<file path="config.mk">
export PLATFORM = sky130hd
export DESIGN_NAME = axi4_mmio_master
export DESIGN_NICKNAME = d
export VERILOG_FILES = /design/src/rtl/axi4_mmio_master.sv
export SDC_FILE = /design/constraint.sdc
export NUM_CORES = 1
export LEC_CHECK = 0
export BUFFER_PORTS_ARGS = -buffer_cell sky130_fd_sc_hd__buf_2
export CAP_MARGIN = 10
export CORE_AREA = 2 2 116 118
export CTS_CLUSTER_DIAMETER = 200
export DETAILED_ROUTE_END_ITERATION = 8
export DIE_AREA = 0 0 118 120
export PLACE_DENSITY = 0.7
export SKIP_CTS_REPAIR_TIMING = 1
export SKIP_LAST_GASP = 1
export SLEW_MARGIN = 30
export SYNTH_ARGS = -nofsm -noshare
export SYNTH_HDL_FRONTEND = slang
export SYNTH_SLANG_ARGS = --single-unit
</file>
<file path="constraint.sdc">
create_clock -name clock -period 3.8 [get_ports clock]
set_input_delay 0.19 -clock clock [delete_from_list [all_inputs] [get_ports clock]]
set_output_delay 0.19 -clock clock [all_outputs]
set_load 0.02 [all_outputs]
</file>
<file path="src/rtl/axi4_mmio_master.sv">
// Single-outstanding MMIO initiator: one command becomes one single-beat 32-bit AXI4 read or write.
// cmd->rsp takes 3 cycles when the slave is ready (1 cycle for a misaligned command); AXI readies stretch their state.
module axi4_mmio_master #(
  parameter logic [3:0] ID = 4'h0
) (
  input  logic        clock,
  input  logic        resetn,
  input  logic        cmd_valid,
  output logic        cmd_ready,
  input  logic        cmd_write,
  input  logic [30:0] cmd_addr,
  input  logic [31:0] cmd_wdata,
  input  logic [3:0]  cmd_wstrb,
  output logic        rsp_valid,
  input  logic        rsp_ready,
  output logic        rsp_write,
  output logic [31:0] rsp_rdata,
  output logic [1:0]  rsp_resp,
  output logic        aw_valid,
  input  logic        aw_ready,
  output logic [3:0]  aw_id,
  output logic [30:0] aw_addr,
  output logic [7:0]  aw_len,
  output logic [2:0]  aw_size,
  output logic [1:0]  aw_burst,
  output logic        w_valid,
  input  logic        w_ready,
  output logic [31:0] w_data,
  output logic [7:0]  w_strb,
  output logic        w_last,
  input  logic        b_valid,
  output logic        b_ready,
  input  logic [3:0]  b_id,
  input  logic [1:0]  b_resp,
  output logic        ar_valid,
  input  logic        ar_ready,
  output logic [3:0]  ar_id,
  output logic [30:0] ar_addr,
  output logic [7:0]  ar_len,
  output logic [2:0]  ar_size,
  output logic [1:0]  ar_burst,
  input  logic        r_valid,
  output logic        r_ready,
  input  logic [3:0]  r_id,
  input  logic [31:0] r_data,
  input  logic [1:0]  r_resp,
  input  logic        r_last
);

  typedef enum logic [2:0] {IDLE, WADDR, WRESP, RADDR, RDATA, RESP} state_t;

  state_t      state_q;
  logic        cmd_ready_q, aw_valid_q, w_valid_q, aw_done_q, w_done_q;
  logic        b_ready_q, ar_valid_q, r_ready_q, rsp_valid_q, rsp_write_q, first_beat_q;
  logic [30:0] addr_q;
  logic [31:0] wdata_q, rdata_q;
  logic [3:0]  wstrb_q;
  logic [1:0]  resp_q, rerr_q;
  logic        aw_done_d, w_done_d;
  logic [1:0]  rerr_d;

  // DECERR from any beat dominates; every other anomaly collapses to SLVERR.
  always_comb begin
    aw_done_d = aw_done_q | (aw_valid_q & aw_ready);
    w_done_d  = w_done_q | (w_valid_q & w_ready);
    rerr_d    = rerr_q;
    if (r_resp == 2'b11) begin
      rerr_d = 2'b11;
    end else if (((r_id != ID) || !r_last || (r_resp != 2'b00)) && (rerr_q != 2'b11)) begin
      rerr_d = 2'b10;
    end
  end

  always_ff @(posedge clock) begin
    if (!resetn) begin
      state_q      <= IDLE;
      cmd_ready_q  <= 1'b0;
      aw_valid_q   <= 1'b0;
      w_valid_q    <= 1'b0;
      aw_done_q    <= 1'b0;
      w_done_q     <= 1'b0;
      b_ready_q    <= 1'b0;
      ar_valid_q   <= 1'b0;
      r_ready_q    <= 1'b0;
      rsp_valid_q  <= 1'b0;
      rsp_write_q  <= 1'b0;
      first_beat_q <= 1'b0;
      addr_q       <= '0;
      wdata_q      <= '0;
      rdata_q      <= '0;
      wstrb_q      <= '0;
      resp_q       <= '0;
      rerr_q       <= '0;
    end else begin
      case (state_q)
        IDLE: begin
          cmd_ready_q <= 1'b1;
          if (cmd_valid && cmd_ready_q) begin
            cmd_ready_q  <= 1'b0;
            addr_q       <= cmd_addr;
            wdata_q      <= cmd_wdata;
            wstrb_q      <= cmd_wstrb;
            rsp_write_q  <= cmd_write;
            rdata_q      <= '0;
            aw_done_q    <= 1'b0;
            w_done_q     <= 1'b0;
            rerr_q       <= '0;
            first_beat_q <= 1'b1;
            if (cmd_addr[1:0] != 2'b00) begin
              resp_q      <= 2'b10;
              rsp_valid_q <= 1'b1;
              state_q     <= RESP;
            end else if (cmd_write) begin
              aw_valid_q <= 1'b1;
              w_valid_q  <= 1'b1;
              state_q    <= WADDR;
            end else begin
              ar_valid_q <= 1'b1;
              state_q    <= RADDR;
            end
          end
        end
        WADDR: begin
          aw_done_q  <= aw_done_d;
          w_done_q   <= w_done_d;
          aw_valid_q <= aw_valid_q & ~aw_ready;
          w_valid_q  <= w_valid_q & ~w_ready;
          if (aw_done_d && w_done_d) begin
            b_ready_q <= 1'b1;
            state_q   <= WRESP;
          end
        end
        WRESP: begin
          if (b_valid) begin
            b_ready_q   <= 1'b0;
            resp_q      <= (b_id == ID) ? b_resp : 2'b10;
            rsp_valid_q <= 1'b1;
            state_q     <= RESP;
          end
        end
        RADDR: begin
          if (ar_ready) begin
            ar_valid_q <= 1'b0;
            r_ready_q  <= 1'b1;
            state_q    <= RDATA;
          end
        end
        RDATA: begin
          // Drain until r_last so a slave returning extra beats cannot wedge the channel.
          if (r_valid) begin
            first_beat_q <= 1'b0;
            rerr_q       <= rerr_d;
            if (first_beat_q) rdata_q <= r_data;
            if (r_last) begin
              r_ready_q   <= 1'b0;
              resp_q      <= rerr_d;
              rsp_valid_q <= 1'b1;
              state_q     <= RESP;
            end
          end
        end
        RESP: begin
          if (rsp_ready) begin
            rsp_valid_q <= 1'b0;
            cmd_ready_q <= 1'b1;
            state_q     <= IDLE;
          end
        end
        default: state_q <= IDLE;
      endcase
    end
  end

  assign cmd_ready = cmd_ready_q;
  assign rsp_valid = rsp_valid_q;
  assign rsp_write = rsp_write_q;
  assign rsp_rdata = rdata_q;
  assign rsp_resp  = resp_q;
  assign aw_valid  = aw_valid_q;
  assign aw_id     = ID;
  assign aw_addr   = addr_q;
  assign aw_len    = 8'd0;
  assign aw_size   = 3'b010;
  assign aw_burst  = 2'b01;
  assign w_valid   = w_valid_q;
  assign w_data    = wdata_q;
  assign w_strb    = {4'b0000, wstrb_q};
  assign w_last    = 1'b1;
  assign b_ready   = b_ready_q;
  assign ar_valid  = ar_valid_q;
  assign ar_id     = ID;
  assign ar_addr   = addr_q;
  assign ar_len    = 8'd0;
  assign ar_size   = 3'b010;
  assign ar_burst  = 2'b01;
  assign r_ready   = r_ready_q;

endmodule

</file>
==> results.py, run 1 <==
metrics = {
    "cts": {
        "clkTransAtPathRegs_ps": 50,
        "h-tree-depth": 4,
        "tritoncts": "yes",
        "cts-root-buf": "clkbuf_16",
        "cts_num_sinks": 117,
        "numCtsBuffers": 17,
        "cts_max_path_buffers": 2,
        "clk_latency_ps": 400,
    },
    "logic_synthesis": {
        "synthAdderAreaFrac_pct": 0,
        "synth_most_common_cell": "nand2_1",
        "ys_ff_latch": 117,
        "synth_compound_area_share_pct": 16.0,
        "syn_inst": 629,
        "synth_xor_area_share_pct": 0,
        "synth_mux_area_share_pct": 0.409,
        "yosys.area_share.simple_pct": 21.3,
        "synth_top_family_by_area": "simple AND/OR/NAND/NOR gates",
        "yosysUniqueCellTypes": 41,
        "syn_area_per_cell_um2": 7.79,
        "synth_common_cells": "178 x nand2_1, 117 x dfxtp_1, 116 x a21oi_1",
        "async_flop_share_pct": 0,
        "synth_flop_cell": "dfxtp_1",
        "ys_seq_area_share_pct": 47.8,
        "yosys.area.top_type": "dfxtp_1",
        "synth_area_um2": 4900,
        "yosysTopAreaCellShare_pct": 47.8,
        "synth_edf_count": 0,
        "synthTopCellsByArea": "dfxtp_1 48%, nand2_1 14%, a21oi_1 12%",
        "synth.yosys.warnings": 0,
    },
    "detailed_routing": {
        "finalWirelength_um": 13500,
        "drt_pass1_iterations": 4,
        "postRouteAntennaNets": 0,
        "routedWlPerCell_um": 13.1,
        "drtIter0Drc": 205,
        "drc_errors": 0,
        "via_per_inst": 4.67,
        "via_count": 4804,
    },
    "timing": {
        "rsz0062_at_grt": "no",
        "hold_violations": 0,
        "timing.setup.tns_ps": 0,
        "worst_hold_slack_ps": 23.1,
        "max-slew-margin-rel_pct": 43.4,
        "min_period_ps": 2450,
        "fin_skew_ps": 11.5,
        "slew_violations": 0,
        "setup_violations": 0,
        "timing.fmax_mhz": 408,
        "tightest_slew_ps": 838,
        "fin_crit_sh_pct": 64.4,
    },
    "worst_setup_path": {
        "cp-end-kind": "register",
        "required_ps": 4110,
        "critPathMaxFanout": 41,
        "worstSetupStartpointType": "register",
        "r2r_slack_ps": 1350,
        "worstPathArrival_ps": 2760,
        "critPathKind": "register to register",
    },
    "status": {
        "status": "finished, final reports clean",
    },
    "floorplanning": {
        "start_util_pct": 37.7,
        "die_h_um": 120,
        "core_area_um2": 13000,
        "die_x_um": 118,
        "io_pins": 301,
        "rows": 42,
        "dieArea_um2": 14200,
    },
    "cells_and_area": {
        "area_delta_synth_final_pct": 33.9,
        "antenna_cells": 0,
        "drive_above_1_share_pct": 36.0,
        "instances_no_fill": 1029,
        "layout.nets": 967,
        "fillers": 1308,
        "final_cell_area_um2": 6560,
    },
    "power_and_ir_drop": {
        "p_per_area_nw_per_um2": 657,
        "max-vdd-ir-drop_v": 0.000342,
        "leakage_nw": 3.07,
        "total_power_mw": 4.31,
    },
    "global_routing": {
        "grt_pass1_wl_um": 21100,
        "grt_pass1_vias": 4378,
        "antenna_found_initial": 1,
        "grt-ovfl-total": 0,
        "grt_max_degree": 59,
        "gr-usage-all-layers_pct": 18.6,
    },
    "run": {
        "cap_violations": 0,
    },
    "placed_design": {
        "io_buffers": 261,
        "dpl_cell_area_um2": 5990,
        "place_inst": 1001,
        "place.gp.congestion": 0.813,
        "dp_hpwl_um": 9770,
    },
    "min_path": {
        "hp-class": "input pin to register",
    },
}
-- worst paths after layout --
check | depth (start not counted) | endpoint | from
max reg2reg | 5 | w_data[10] | state_q[0]
max | 5 | w_data[10] | state_q[0]
min reg2reg | 2 | rsp_rdata[28] | rsp_rdata[28]
min | 3 | w_data[27] | cmd_wdata[27]
-- routing by layer --
metal	up-vias	wire [um]	track usage, %
li1	2404	-	-
met1	2158	5230	20.4
met2	221	6770	32.2
met3	19	1240	7.94
met4	2	238	6.78
met5	-	19	0
-- worst max-delay path: stages (launching register included) --
cell and delay, ps:
dfxtp_1 780, nor2_1 230, nand2_2 650, buf_4 450, nand2_1 90, a21oi_1 140
-- power by group --
part / switching [mW] / leakage [nW] / internal, mW
Sequential: 0.142 / 0.949 / 1.40
Clock: 0.508 / 0.275 / 0.981
Combinational: 0.866 / 1.84 / 0.415
-- cells by family (layout without fill, tap and decap cells) --
group | count (synthesis) | count (layout)
AND/OR/NAND/NOR | 249 | 249
AO/OA/AOI/OAI | 142 | 142
flip-flops | 117 | 117
buffers and inverters | 117 | 304
other | 2 | 39
multiplexers | 2 | 2
-- cell type report --
cell class,count,area (um^2),area share (%)
clock inverter,4,47.5,0.725
clock buffer,23,508,7.74
timing repair buffer,272,1410,21.5
sequential,117,2340,35.7
inverter,5,20.0,0.305
multi-input combinational,432,2010,30.7
tap,176,220,3.36
-- stage by stage --
stage | setup slack (ps) | util [%]
after floorplan | 1960 | -
after global placement | 1420 | 46.0
after detailed placement | 1340 | 46.2
after CTS | 1340 | 50.5
after global routing | 1090 | 50.5
final | 1350 | 50.5
-- sequential cells by signal, indices dropped and copies added (netlist names) --
signal / cells
ar_addr: 31
aw_done_q: 1
ar_valid: 1
wstrb_q: 4
rerr_q: 2
rsp_rdata: 32
w_done_q: 1
rsp_resp: 2
r_ready: 1
w_data: 32
b_ready: 1
w_valid: 1
aw_valid: 1
cmd_ready: 1
state_q: 3
first_beat_q: 1
rsp_write: 1
rsp_valid: 1
-- placed cells by master, fill, tap and decap left out, types with 4 or more instances in the layout --
cell type / count
nand2_1: 177
clkbuf_16: 17
buf_2: 261
dfxtp_1: 117
conb_1: 39
nand3_1: 35
o21ai_0: 5
clkbuf_8: 6
inv_1: 4
a31oi_1: 4
buf_4: 8
a21oi_1: 115
nor2_1: 16
Note: power is estimated with default switching activity, not from simulation.
==> run 2, diff against run 1 <==
--- a/config.mk
+++ b/config.mk
@@ -5,13 +5,14 @@
 export SDC_FILE = /design/constraint.sdc
 export NUM_CORES = 1
 export LEC_CHECK = 0
+export ABC_AREA = 1
 export BUFFER_PORTS_ARGS = -buffer_cell sky130_fd_sc_hd__buf_2
 export CAP_MARGIN = 10
-export CORE_AREA = 2 2 116 118
+export CORE_AREA = 2 2 115 117
 export CTS_CLUSTER_DIAMETER = 200
 export DETAILED_ROUTE_END_ITERATION = 8
-export DIE_AREA = 0 0 118 120
-export PLACE_DENSITY = 0.7
+export DIE_AREA = 0 0 117 119
+export PLACE_DENSITY = 0.74
 export SKIP_CTS_REPAIR_TIMING = 1
 export SKIP_LAST_GASP = 1
 export SLEW_MARGIN = 30
==> constraint.sdc (replaced) <==
create_clock -name clock -period 2.3 [get_ports clock]
set_input_delay 0.115 -clock clock [delete_from_list [all_inputs] [get_ports clock]]
set_output_delay 0.115 -clock clock [all_outputs]
set_load 0.02 [all_outputs]
==> results.py, run 2 <==
metrics = {
    "global_routing": {
        "grt_pass1_vias": 4577,
        "grt_pass1_wl_um": 21700,
        "gr-usage-all-layers_pct": 19.8,
        "grt-ovfl-total": 0,
        "grt_max_degree": 85,
        "antenna_found_initial": 0,
    },
    "floorplanning": {
        "die_h_um": 119,
        "die_x_um": 117,
        "rows": 42,
        "io_pins": 301,
        "dieArea_um2": 13900,
        "start_util_pct": 40.4,
        "core_area_um2": 12900,
    },
    "logic_synthesis": {
        "ys_ff_latch": 117,
        "synth_compound_area_share_pct": 15.7,
        "synth_area_um2": 5200,
        "syn_inst": 703,
        "ys_seq_area_share_pct": 45.0,
        "synth.yosys.warnings": 0,
        "yosysUniqueCellTypes": 26,
        "synth_flop_cell": "dfxtp_1",
        "synth_most_common_cell": "nand2_1",
        "yosysTopAreaCellShare_pct": 45.0,
        "synth_common_cells": "186 x nand2_1, 118 x a21oi_1, 117 x dfxtp_1",
        "synth_mux_area_share_pct": 0,
        "synth_edf_count": 0,
        "synthAdderAreaFrac_pct": 0,
        "yosys.area_share.simple_pct": 22.0,
        "syn_area_per_cell_um2": 7.40,
        "async_flop_share_pct": 0,
        "synth_top_family_by_area": "simple AND/OR/NAND/NOR gates",
        "synthTopCellsByArea": "dfxtp_1 45%, nand2_1 13%, buf_4 12%",
        "yosys.area.top_type": "dfxtp_1",
        "synth_xor_area_share_pct": 0,
    },
    "cts": {
        "clkTransAtPathRegs_ps": 50,
        "tritoncts": "yes",
        "clk_latency_ps": 410,
        "h-tree-depth": 4,
        "cts-root-buf": "clkbuf_16",
        "cts_num_sinks": 117,
        "cts_max_path_buffers": 2,
        "numCtsBuffers": 17,
    },
    "detailed_routing": {
        "via_per_inst": 4.70,
        "finalWirelength_um": 16200,
        "drt_pass1_iterations": 5,
        "drc_errors": 0,
        "via_count": 5618,
        "routedWlPerCell_um": 13.6,
        "postRouteAntennaNets": 0,
        "drtIter0Drc": 385,
    },
    "cells_and_area": {
        "final_common_cell": "buf_2",
        "fillers": 1136,
        "antenna_cells": 0,
        "layout.nets": 1130,
        "drive_above_1_share_pct": 30.2,
        "instances_no_fill": 1195,
        "area_delta_synth_final_pct": 48.1,
        "layout_common_cells": "261 x buf_2, 186 x nand2_1, 118 x a21oi_1",
    },
    "placed_design": {
        "place.gp.congestion": 0.844,
        "place_inst": 1074,
        "dp_hpwl_um": 9980,
        "io_buffers": 261,
    },
    "status": {
        "status": "finished, violations left",
        "violations": "hold timing",
    },
    "timing": {
        "timing.setup.tns_ps": 0,
        "tightest_slew_ps": 695,
        "fin_crit_sh_pct": 85.4,
        "rsz0062_at_grt": "no",
        "fin_skew_ps": 6.30,
        "worst_hold_slack_ps": -32.6,
        "hold_violations": 5,
        "min_period_ps": 1960,
        "slew_violations": 0,
        "timing.fmax_mhz": 509,
        "max-slew-margin-rel_pct": 53.7,
        "setup_violations": 0,
    },
    "worst_setup_path": {
        "crit_buf_inv": 2,
        "worstPathArrival_ps": 2300,
        "crit_path_top_delay_cell": "dfxtp_1",
        "path_cells": "nor2_8 > nand2_1 > inv_2 > nand2_2 > buf_4 > nand2_1 > a21oi_1",
        "path_delay_family": "buffers and inverters",
        "worstSetupStartpointType": "register",
        "critPathMaxStageDelay_ps": 590,
        "cp-end-kind": "register",
        "critPathKind": "register to register",
        "path_common_cell": "nand2_1",
        "required_ps": 2630,
        "critPathMaxFanout": 66,
    },
    "run": {
        "cap_violations": 0,
    },
    "power_and_ir_drop": {
        "max-vdd-ir-drop_v": 0.000698,
        "p_per_area_nw_per_um2": 1040,
        "leakage_nw": 3.74,
    },
    "min_path": {
        "hp-class": "input pin to register",
    },
}
run 2: routing by layer:
metal | GRT usage, % | vias up | part of all wire, %
met2 | 34.1 | 234 | 51
met3 | 6.16 | 34 | 6.6
met5 | 0 | - | 0
li1 | - | 2775 | -
met1 | 22.4 | 2575 | 40
met4 | 7.79 | 0 | 2.8
run 2: metrics by stage:
stage               setup WS (ps)  util (%)  cell area, um^2  hold WS, ps  power (mW)
floorplan                     949         -             5340          253        4.64
global placement              503      48.2             6210          364        5.28
detailed placement            469      48.2             6210          368        5.29
CTS                           375      52.7             6790        -65.6        7.92
global route                  189      59.8             7700      -0.0525        8.49
finish                        335      59.8             7700        -32.6        8.03
run 2: final timing paths:
check | slack, ps | to | depth (start not counted) | start
min | -30 | w_data[7] | 3 | cmd_wdata[7]
max | 340 | wstrb_q[3] | 7 | state_q[0]
max reg2reg | 340 | wstrb_q[3] | 7 | state_q[0]
min reg2reg | 460 | w_data[22] | 2 | w_data[22]
run 2: cell type report:
cell class	count	area (um^2)	share of cell area [%]
Clock buffer	20	447	5.80
Tap cell	176	220	2.86
Multi-Input combinational cell	473	2110	27.4
Sequential cell	117	2340	30.4
Inverter	39	149	1.93
Clock inverter	10	133	1.72
Timing Repair Buffer	360	2300	29.9
run 2: cells by family (layout without fill, tap and decap cells):
logic type             Yosys count  in the layout
AOI/OAI and AO/OA              161            161
buffers and inverters          150            429
and+or+nand+nor                273            273
DFF                            117            117
other                            2             39
run 2: worst register-to-register path, stage by stage, from the launching register on:
cell     delay (ps)
dfxtp_1         590
nor2_8          100
nand2_1         110
inv_2            60
nand2_2          70
buf_4           530
nand2_1         230
a21oi_1         200
run 2: power by group:
group	switching (mW)	leakage (nW)	internal, mW	total, mW
clock	0.903	0.278	1.71	2.61
sequential	0.213	0.949	2.34	2.55
combinational	1.96	2.51	0.901	2.87
==> run 3, diff against run 2 <==
--- a/config.mk
+++ b/config.mk
@@ -5,14 +5,14 @@
 export SDC_FILE = /design/constraint.sdc
 export NUM_CORES = 1
 export LEC_CHECK = 0
-export ABC_AREA = 1
 export BUFFER_PORTS_ARGS = -buffer_cell sky130_fd_sc_hd__buf_2
 export CAP_MARGIN = 10
-export CORE_AREA = 2 2 115 117
+export CORE_AREA = 2 2 117 119
 export CTS_CLUSTER_DIAMETER = 200
 export DETAILED_ROUTE_END_ITERATION = 8
-export DIE_AREA = 0 0 117 119
-export PLACE_DENSITY = 0.74
+export DIE_AREA = 0 0 119 121
+export GPL_TIMING_DRIVEN = 0
+export PLACE_DENSITY = 0.69
 export SKIP_CTS_REPAIR_TIMING = 1
 export SKIP_LAST_GASP = 1
 export SLEW_MARGIN = 30
==> results.py, run 3 (synthesis gave the netlist of run 1 again) <==
metrics = {
    "worst_setup_path": {
        "worstSetupStartpointType": "register",
        "critPathMaxFanout": 10,
        "worstRegToRegCells": 7,
        "cp-end-kind": "register",
        "r2r_slack_ps": 170,
        "worstPathArrival_ps": 2450,
        "required_ps": 2630,
        "startpoint": "state_q[2]",
        "critPathCapture": "rsp_rdata[14]",
        "rr_endpoint": "rsp_rdata[14]",
        "r2r-start": "state_q[2]",
        "critPathKind": "register to register",
    },
    "placed_design": {
        "io_buffers": 261,
        "dp_hpwl_um": 11600,
        "place_ws_ps": 100,
        "place_inst": 1103,
        "place.gp.congestion": 0.810,
    },
    "global_routing": {
        "grt_pass1_vias": 4598,
        "grt-ovfl-total": 0,
        "grt_pass1_wl_um": 22600,
        "gr-usage-all-layers_pct": 19.9,
        "antenna_found_initial": 0,
        "grt_max_degree": 17,
    },
    "floorplanning": {
        "rows": 42,
        "core_area_um2": 13100,
        "start_util_pct": 37.4,
        "die_h_um": 121,
        "die_x_um": 119,
        "dieArea_um2": 14400,
        "io_pins": 301,
    },
    "timing": {
        "hold_violations": 1,
        "fin_crit_sh_pct": 92.6,
        "timing.setup.tns_ps": 0,
        "rsz0062_at_grt": "yes",
        "min_period_ps": 2130,
        "timing.fmax_mhz": 470,
        "max-slew-margin-rel_pct": 49.2,
        "setup_violations": 0,
        "fin_skew_ps": 9.76,
        "setup_slack_ps": 171,
        "worst_hold_slack_ps": -4.40,
        "tightest_slew_ps": 752,
        "slew_violations": 0,
    },
    "cts": {
        "clk_latency_ps": 410,
        "cts_num_sinks": 117,
        "cts-root-buf": "clkbuf_16",
        "h-tree-depth": 4,
        "clkTransAtPathRegs_ps": 50,
        "numCtsBuffers": 17,
        "cts_max_path_buffers": 2,
        "tritoncts": "yes",
    },
    "cells_and_area": {
        "seq_area_um2": 2340,
        "multi_input_area_um2": 2010,
        "antenna_cells": 0,
        "drive_above_1_share_pct": 35.1,
        "instances_no_fill": 1236,
        "layout_common_cells": "261 x buf_2, 178 x nand2_1, 117 x dfxtp_1",
        "layout.nets": 1170,
        "area_delta_synth_final_pct": 67.3,
        "fillers": 1158,
        "final_common_cell": "buf_2",
    },
    "min_path": {
        "hp-class": "input pin to register",
        "worstHoldPathCells": 3,
    },
    "detailed_routing": {
        "via_per_inst": 4.52,
        "drtIter0Drc": 218,
        "finalWirelength_um": 17100,
        "postRouteAntennaNets": 0,
        "drt_pass1_iterations": 4,
        "via_count": 5588,
        "drc_errors": 0,
        "routedWlPerCell_um": 13.8,
    },
    "power_and_ir_drop": {
        "leakage_nw": 3.89,
        "max-vdd-ir-drop_v": 0.000645,
        "switching_power_mw": 2.69,
        "pwr-share-clk_pct": 34.3,
        "p_per_area_nw_per_um2": 935,
        "p_int_mw": 4.98,
        "switching_share_pct": 35.1,
        "pwr-share-seq_pct": 32.3,
        "p_comb_share_pct": 33.4,
    },
    "run": {
        "cap_violations": 0,
    },
    "status": {
        "status": "finished, violations left",
        "violations": "hold timing",
    },
}
[run 3: changes by cell type in the layout (fill, tap and decap cells not counted), moves of 8 or more]
cell / previous run / this run
buf_4: 6 / 70
clkbuf_1: 2 / 38
dlygate4sd3_1: 91 / 102
inv_1: 34 / 4
nand2_1: 186 / 178
nand3_1: 45 / 35
nor2_1: 25 / 16
o21ai_0: 39 / 5
[run 3: area by class of cell]
cell class	instances	area share, %
Buffer	112	8.40
Clock buffer	20	5.57
Clock inverter	11	1.62
Inverter	5	0.229
Multi-Input combinational cell	432	24.5
Sequential cell	117	28.6
Tap cell	176	2.69
Timing Repair Buffer	363	28.4
[run 3: worst min-delay path by stage]
stage / start / slack (ps) / endpoint
after global routing: r_data[14] / -10 / rsp_rdata[14]
after CTS: r_valid / -80 / r_ready
final: r_data[14] / -4 / rsp_rdata[14]
after floorplan: r_last / 230 / r_ready
after global placement: r_valid / 350 / r_ready
after detailed placement: r_valid / 350 / r_ready
[run 3: routing by layer]
metal	share of wire (%)	global-route usage, %	vias to the layer above
met3	7.5	7.61	31
met1	39	21.3	2495
met4	1.7	8.11	0
met2	52	35.3	239
li1	-	-	2823
met5	0	0	-
[run 3: critical path: stages (launching register included)]
cell	delay, ps
dfxtp_1	300
clkbuf_1	290
and3b_1	230
o21ai_1	330
a21o_1	230
clkbuf_1	390
nand2_1	120
a21oi_1	160
[run 3: power by group through the flow]
stage | registers, mW | logic [mW] | clock network, mW
after global routing | 2.51 | 2.79 | 2.76
after floorplan | 2.81 | 1.30 | 0
after detailed placement | 2.52 | 2.39 | 0
after CTS | 2.48 | 2.39 | 2.67
final | 2.48 | 2.56 | 2.63
after global placement | 2.51 | 2.38 | 0
[run 3: stage by stage]
stage	power, mW	cell area (um^2)	utilization [%]
after floorplan	4.11	5040	-
after global placement	4.89	6560	50.2
after detailed placement	4.91	6570	50.2
after CTS	7.54	7160	54.7
after global routing	8.07	8190	62.6
final	7.67	8190	62.6
